`src/rtl/alu_issue.sv`:
```
// ALU issue stage: decodes RV32I words into ALUControl/SrcA/SrcB and buffers them for execute.
// Optional stall counter port and logic are enabled by defining ALU_STALL_CNT_EN.
module alu_issue #(
  parameter int XLEN  = 32,
  parameter int DEPTH = 2
) (
  input  logic            clk,
  input  logic            reset,
  input  logic            in_valid,
  output logic            in_ready,
  input  logic [31:0]     in_instr,
  input  logic [XLEN-1:0] in_pc,
  input  logic [XLEN-1:0] in_rs1,
  input  logic [XLEN-1:0] in_rs2,
  output logic            out_valid,
  input  logic            out_ready,
  output logic [4:0]      ALUControl,
  output logic [XLEN-1:0] SrcA,
  output logic [XLEN-1:0] SrcB,
  output logic            out_illegal
`ifdef ALU_STALL_CNT_EN
  , output logic [31:0]   stall_cnt
`endif
);

  localparam int PW = (DEPTH > 1) ? $clog2(DEPTH) : 1;
  localparam int CW = PW + 1;
  localparam logic [CW-1:0] DEPTH_C  = CW'(DEPTH);
  localparam logic [CW-1:0] CNT_ONE  = CW'(1);
  localparam logic [PW-1:0] PTR_ONE  = PW'(1);

  localparam logic [4:0] ALU_ADD  = 5'b00010;
  localparam logic [4:0] ALU_SUB  = 5'b11110;
  localparam logic [4:0] ALU_AND  = 5'b00011;
  localparam logic [4:0] ALU_OR   = 5'b00111;
  localparam logic [4:0] ALU_XOR  = 5'b00110;
  localparam logic [4:0] ALU_SLL  = 5'b00000;
  localparam logic [4:0] ALU_SRL  = 5'b10000;
  localparam logic [4:0] ALU_SRA  = 5'b11000;
  localparam logic [4:0] ALU_SLT  = 5'b11101;
  localparam logic [4:0] ALU_SLTU = 5'b11100;

  localparam logic [6:0] OPC_OP     = 7'b0110011;
  localparam logic [6:0] OPC_OPIMM  = 7'b0010011;
  localparam logic [6:0] OPC_LOAD   = 7'b0000011;
  localparam logic [6:0] OPC_STORE  = 7'b0100011;
  localparam logic [6:0] OPC_BRANCH = 7'b1100011;
  localparam logic [6:0] OPC_LUI    = 7'b0110111;
  localparam logic [6:0] OPC_AUIPC  = 7'b0010111;

  logic [2:0]      funct3_s;
  logic            f7_zero_s, f7_alt_s;
  logic [XLEN-1:0] imm_i_s, imm_s_s, imm_u_s, shamt_s;
  logic [4:0]      dec_ctl_s;
  logic [XLEN-1:0] dec_a_s, dec_b_s;
  logic            dec_ill_s;
  logic            unused_s;

  assign funct3_s  = in_instr[14:12];
  assign f7_zero_s = (in_instr[31:25] == 7'b0000000);
  assign f7_alt_s  = (in_instr[31:25] == 7'b0100000);
  assign imm_i_s   = {{(XLEN-11){in_instr[31]}}, in_instr[30:20]};
  assign imm_s_s   = {{(XLEN-11){in_instr[31]}}, in_instr[30:25], in_instr[11:7]};
  assign imm_u_s   = {{(XLEN-31){in_instr[31]}}, in_instr[30:12], 12'h000};
  assign shamt_s   = {{(XLEN-5){1'b0}}, in_instr[24:20]};
  assign unused_s  = ^in_instr[19:15];

  // Decode the incoming beat into ALU op, operands and an illegal flag
  always_comb begin
    dec_ctl_s = ALU_ADD;
    dec_a_s   = in_rs1;
    dec_b_s   = in_rs2;
    dec_ill_s = 1'b0;
    case (in_instr[6:0])
      OPC_OP: begin
        case (funct3_s)
          3'b000: begin
            dec_ctl_s = f7_alt_s ? ALU_SUB : ALU_ADD;
            dec_ill_s = ~(f7_zero_s | f7_alt_s);
          end
          3'b001: begin dec_ctl_s = ALU_SLL;  dec_ill_s = ~f7_zero_s; end
          3'b010: begin dec_ctl_s = ALU_SLT;  dec_ill_s = ~f7_zero_s; end
          3'b011: begin dec_ctl_s = ALU_SLTU; dec_ill_s = ~f7_zero_s; end
          3'b100: begin dec_ctl_s = ALU_XOR;  dec_ill_s = ~f7_zero_s; end
          3'b101: begin
            dec_ctl_s = f7_alt_s ? ALU_SRA : ALU_SRL;
            dec_ill_s = ~(f7_zero_s | f7_alt_s);
          end
          3'b110: begin dec_ctl_s = ALU_OR;   dec_ill_s = ~f7_zero_s; end
          3'b111: begin dec_ctl_s = ALU_AND;  dec_ill_s = ~f7_zero_s; end
          default: dec_ill_s = 1'b1;
        endcase
      end
      OPC_OPIMM: begin
        dec_b_s = imm_i_s;
        case (funct3_s)
          3'b000: dec_ctl_s = ALU_ADD;
          3'b010: dec_ctl_s = ALU_SLT;
          3'b011: dec_ctl_s = ALU_SLTU;
          3'b100: dec_ctl_s = ALU_XOR;
          3'b110: dec_ctl_s = ALU_OR;
          3'b111: dec_ctl_s = ALU_AND;
          3'b001: begin dec_ctl_s = ALU_SLL; dec_b_s = shamt_s; dec_ill_s = ~f7_zero_s; end
          3'b101: begin
            dec_ctl_s = f7_alt_s ? ALU_SRA : ALU_SRL;
            dec_b_s   = shamt_s;
            dec_ill_s = ~(f7_zero_s | f7_alt_s);
          end
          default: dec_ill_s = 1'b1;
        endcase
      end
      OPC_LOAD:  dec_b_s = imm_i_s;
      OPC_STORE: dec_b_s = imm_s_s;
      OPC_BRANCH: begin
        case (funct3_s)
          3'b000, 3'b001: dec_ctl_s = ALU_SUB;
          3'b100, 3'b101: dec_ctl_s = ALU_SLT;
          3'b110, 3'b111: dec_ctl_s = ALU_SLTU;
          default:        dec_ill_s = 1'b1;
        endcase
      end
      OPC_LUI:   begin dec_a_s = {XLEN{1'b0}}; dec_b_s = imm_u_s; end
      OPC_AUIPC: begin dec_a_s = in_pc;        dec_b_s = imm_u_s; end
      default:   dec_ill_s = 1'b1;
    endcase
  end

  logic [4:0]      wr_ctl_s;
  logic [XLEN-1:0] wr_a_s, wr_b_s;

  // Illegal beats carry a canonical ADD 0,0 payload
  assign wr_ctl_s = dec_ill_s ? ALU_ADD : dec_ctl_s;
  assign wr_a_s   = dec_ill_s ? {XLEN{1'b0}} : dec_a_s;
  assign wr_b_s   = dec_ill_s ? {XLEN{1'b0}} : dec_b_s;

  logic [4:0]      ctl_mem_r [DEPTH];
  logic [XLEN-1:0] a_mem_r   [DEPTH];
  logic [XLEN-1:0] b_mem_r   [DEPTH];
  logic            ill_mem_r [DEPTH];
  logic [PW-1:0]   wr_ptr_r, rd_ptr_r;
  logic [CW-1:0]   count_r;
  logic            push_s, pop_s;

  assign in_ready  = (count_r < DEPTH_C);
  assign out_valid = (count_r != {CW{1'b0}});
  assign push_s    = in_valid & in_ready;
  assign pop_s     = out_valid & out_ready;

  // Buffer storage; contents are don't-care while the slot is not counted
  always_ff @(posedge clk) begin
    if (push_s) begin
      ctl_mem_r[wr_ptr_r] <= wr_ctl_s;
      a_mem_r[wr_ptr_r]   <= wr_a_s;
      b_mem_r[wr_ptr_r]   <= wr_b_s;
      ill_mem_r[wr_ptr_r] <= dec_ill_s;
    end
  end

  // Pointer and occupancy bookkeeping
  always_ff @(posedge clk) begin
    if (reset) begin
      wr_ptr_r <= {PW{1'b0}};
      rd_ptr_r <= {PW{1'b0}};
      count_r  <= {CW{1'b0}};
    end else begin
      if (push_s) wr_ptr_r <= wr_ptr_r + PTR_ONE;
      if (pop_s)  rd_ptr_r <= rd_ptr_r + PTR_ONE;
      case ({push_s, pop_s})
        2'b10:   count_r <= count_r + CNT_ONE;
        2'b01:   count_r <= count_r - CNT_ONE;
        default: count_r <= count_r;
      endcase
    end
  end

  // Head presentation, forced to zero when the buffer is empty
  always_comb begin
    if (out_valid) begin
      ALUControl  = ctl_mem_r[rd_ptr_r];
      SrcA        = a_mem_r[rd_ptr_r];
      SrcB        = b_mem_r[rd_ptr_r];
      out_illegal = ill_mem_r[rd_ptr_r];
    end else begin
      ALUControl  = 5'b00000;
      SrcA        = {XLEN{1'b0}};
      SrcB        = {XLEN{1'b0}};
      out_illegal = 1'b0;
    end
  end

`ifdef ALU_STALL_CNT_EN
  logic [31:0] stall_cnt_r;
  assign stall_cnt = stall_cnt_r;

  // Saturating count of cycles where the head is held by execute
  always_ff @(posedge clk) begin
    if (reset) begin
      stall_cnt_r <= 32'd0;
    end else if (out_valid && !out_ready && (stall_cnt_r != 32'hFFFF_FFFF)) begin
      stall_cnt_r <= stall_cnt_r + 32'd1;
    end
  end
`endif

endmodule

```
`config.mk`:
```
export PLATFORM = sky130hd
export DESIGN_NAME = alu_issue
export DESIGN_NICKNAME = d
export VERILOG_FILES = /design/src/rtl/alu_issue.sv
export SDC_FILE = /design/constraint.sdc
export NUM_CORES = 1
export LEC_CHECK = 0
export CORE_ASPECT_RATIO = 0.75
export CORE_MARGIN = 2
export CORE_UTILIZATION = 25
export CTS_CLUSTER_SIZE = 10
export DETAILED_ROUTE_END_ITERATION = 16
export PLACE_DENSITY = 0.58
export SETUP_SLACK_MARGIN = 0.02
export SYNTH_ARGS = -nofsm -noshare
export SYNTH_HDL_FRONTEND = slang
export SYNTH_SLANG_ARGS = --single-unit
```
`constraint.sdc`:
```
create_clock -name clk -period 6.3 [get_ports clk]
set_clock_uncertainty 0.2 [all_clocks]
set_input_delay 1.26 -clock clk [delete_from_list [all_inputs] [get_ports clk]]
set_output_delay 1.26 -clock clk [all_outputs]
set_load 0.02 [all_outputs]
```
==> impl_metrics.tcl <==
set metrics [dict create \
    status "completed" \
    syn_area_um2 7020 \
    whs_ns 0.321 \
    worstPathMaxFanout 52 \
    core_um2 27800 \
    synth_top_flop_cell "edfxtp_1" \
    drt_iter0_drc 349 \
    drc 0 \
    required_ns 4.84 \
    cp-start-kind "flop" \
    period_share 0.694 \
    die_h_um 149 \
    async_flop_share 0 \
    wl_per_cell_um 19.6 \
    leakagePower_nw 3.31 \
    cts_setup_buffers 0 \
    place_area_um2 9380 \
    drtAntennaViolNets 0 \
    grt_pass1_wl_um 32700 \
    drv_cap 0 \
    fp.dieW_um 197 \
    ctsLongestPathBuffers 2 \
    path_class "reg -> out" \
    dpl_worst_slack_ns 1.81 \
    grt_start_max_net_pins 71 \
    stdcell_area_um2 10000 \
    dp_hpwl_um 15000 \
    drive_above_1_share 0.0674 \
    cts.clk_slew.worst_paths_ns 0.06 \
    grt_pass1_vias 5461 \
    synth_cell_types 46 \
    synth-edff-count 140 \
    ys_seq_area_frac 0.614 \
    grt_setup_unrepaired "no" \
    hold_buffers 0 \
    dp.cells 1097 \
    synth_warnings 0 \
    fp-row-count 53 \
    min_path_type "reg -> reg" \
    routed_wl_um 22100 \
    synth_nets 714 \
    vias 5451 \
    grt_usage 0.149 \
    initial_utilization 0.252 \
    synthCells 581 \
    place.port_buffers 203 \
    viasPerCell 4.83 \
    ctsRootBufferMaster "clkbuf_16" \
    gp_congestion 0.852 \
    first_pass_iters 6 \
    clock-sinks 145 \
    cts_buffers 17 \
    io_pins 204 \
    layout.nets 892 \
    power.density_nw_per_um2 387 \
    hold_viol 0 \
    ctsResizeCount 0 \
    setup_viol 0 \
    cts_tree "done" \
    slew_violations 0 \
    fin_cells 1128 \
    die-area_um2 29400 \
    htree_num_levels 4 \
    slew-limit-headroom 0.277 \
    worst_pin_slew_ns 1.09 \
    antenna_found_initial 0 \
    grt_overflow 0 \
    syn_area_per_cell_um2 12.1 \
    areaGrowthSynthToFinish_pct 43.2 \
    cp.arrival_ns 2.91 \
    setup_tns_ns 0 \
    antennaDiodeCount 0 \
    endpoint_kind "output pin" \
    min_period_ns 4.37 \
    irDropWorstVdd_uv 168 \
    max_freq_mhz 229 \
    ys_ff_latch 145 \
    worst_slack_ns 1.93 \
    clk_latency_ns 0.41 \
    rrSetupSlack_ns 4.01 \
]
-- state kept, by name, indices dropped and copies added, names as in the netlist, named ones only --
signal     flops
b_mem_r       64
a_mem_r       64
ill_mem_r      2
rd_ptr_r       1
wr_ptr_r       1
ctl_mem_r     10
count_r        2
-- kinds of logic after synthesis --
family          after synthesis  share of synthesized area
compound gates               91                      0.107
xor+xnor                      4                    0.00499
fa+ha+maj                     1                    0.00178
buf+inv                      61                     0.0369
flops                       145                      0.614
mux                          70                     0.0999
simple gates                209                      0.136
-- cell usage in the layout (no fill, tap or decap), types with 2 or more instances in the layout --
master,netlist,layout
xnor2_1,2,2
nor2b_1,4,4
nor2_4,0,3
clkinv_4,0,3
clkdlybuf4s50_1,0,203
a21oi_1,3,3
or3_1,2,2
nor2_1,83,80
nor4_1,2,2
buf_4,0,9
a211oi_1,35,35
edfxtp_1,140,140
a22o_1,5,5
a22oi_1,13,13
o21ai_0,4,4
nand2_1,36,36
a222oi_1,19,19
mux2i_1,70,70
and2_1,2,2
inv_1,7,7
nand3_1,33,33
clkinv_2,0,2
nand2b_1,2,2
clkbuf_16,0,17
xor2_1,2,2
or2_2,2,2
nand3b_1,3,3
dfxtp_1,5,4
nor3_1,32,32
inv_6,0,2
bufinv_16,0,6
-- worst max-delay path, stage by stage, from the launching register on --
cell and delay [ns]:
dfxtp_4 1.00, buf_4 0.49, mux2i_1 0.14, nor2_1 0.17, clkdlybuf4s50_1 0.64
-- per-stage QoR --
| stage | utilization | total power [mW] |
|---|---|---|
| global placement | 0.338 | 2.79 |
| detailed placement | 0.338 | 2.79 |
| floorplan | - | 2.10 |
| CTS | 0.362 | 3.94 |
| global route | 0.362 | 4.07 |
| finish | 0.362 | 3.88 |
-- synth_stat cells, types with 3 or more instances --
master    instances  area, um^2
edfxtp_1        140        4200
nor2_1           83         312
mux2i_1          70         701
nand2_1          36         135
a211oi_1         35         263
clkbuf_1         33         124
nand3_1          33         165
nor3_1           32         160
a222oi_1         19         190
a22oi_1          13        97.6
buf_2            12        60.1
buf_1             7        26.3
inv_1             7        26.3
a22o_1            5        43.8
dfxtp_1           5         100
nor2b_1           4        25.0
o21ai_0           4        20.0
a21oi_1           3        15.0
nand3b_1          3        22.5
-- per-layer routing --
metal  track usage  vias to the layer above  part of all wire
met4        0.0398                        0             0.014
met5             0                        -                 0
li1              -                     2583                 -
met2         0.234                      162              0.46
met1         0.203                     2685              0.46
met3        0.0400                       21             0.060
-- final cells by class --
type	count	area, um^2
clock buffers	18	429
clock inverters	13	234
fillers	2715	17700
inverters	7	26.3
multi-input cells	375	2480
flip-flops and latches	145	4310
well taps	357	447
repair buffers	213	2120
-- worst paths after layout --
check	startpoint	to	cells past startpoint
worst max register to register	count_r[1]	b_mem_r[0][19]	4
worst max-delay path	flop	SrcA[12]	4
worst min-delay path	rd_ptr_r	flop	2
worst min register to register	rd_ptr_r	flop	2
-- where the power goes --
group          total, mW  leakage [nW]  switching [mW]  internal, mW
registers           1.37          1.40           0.112          1.26
clock network       1.14         0.325           0.395         0.744
logic               1.37          1.59           0.770         0.603
(Power assumes the default switching activity.)
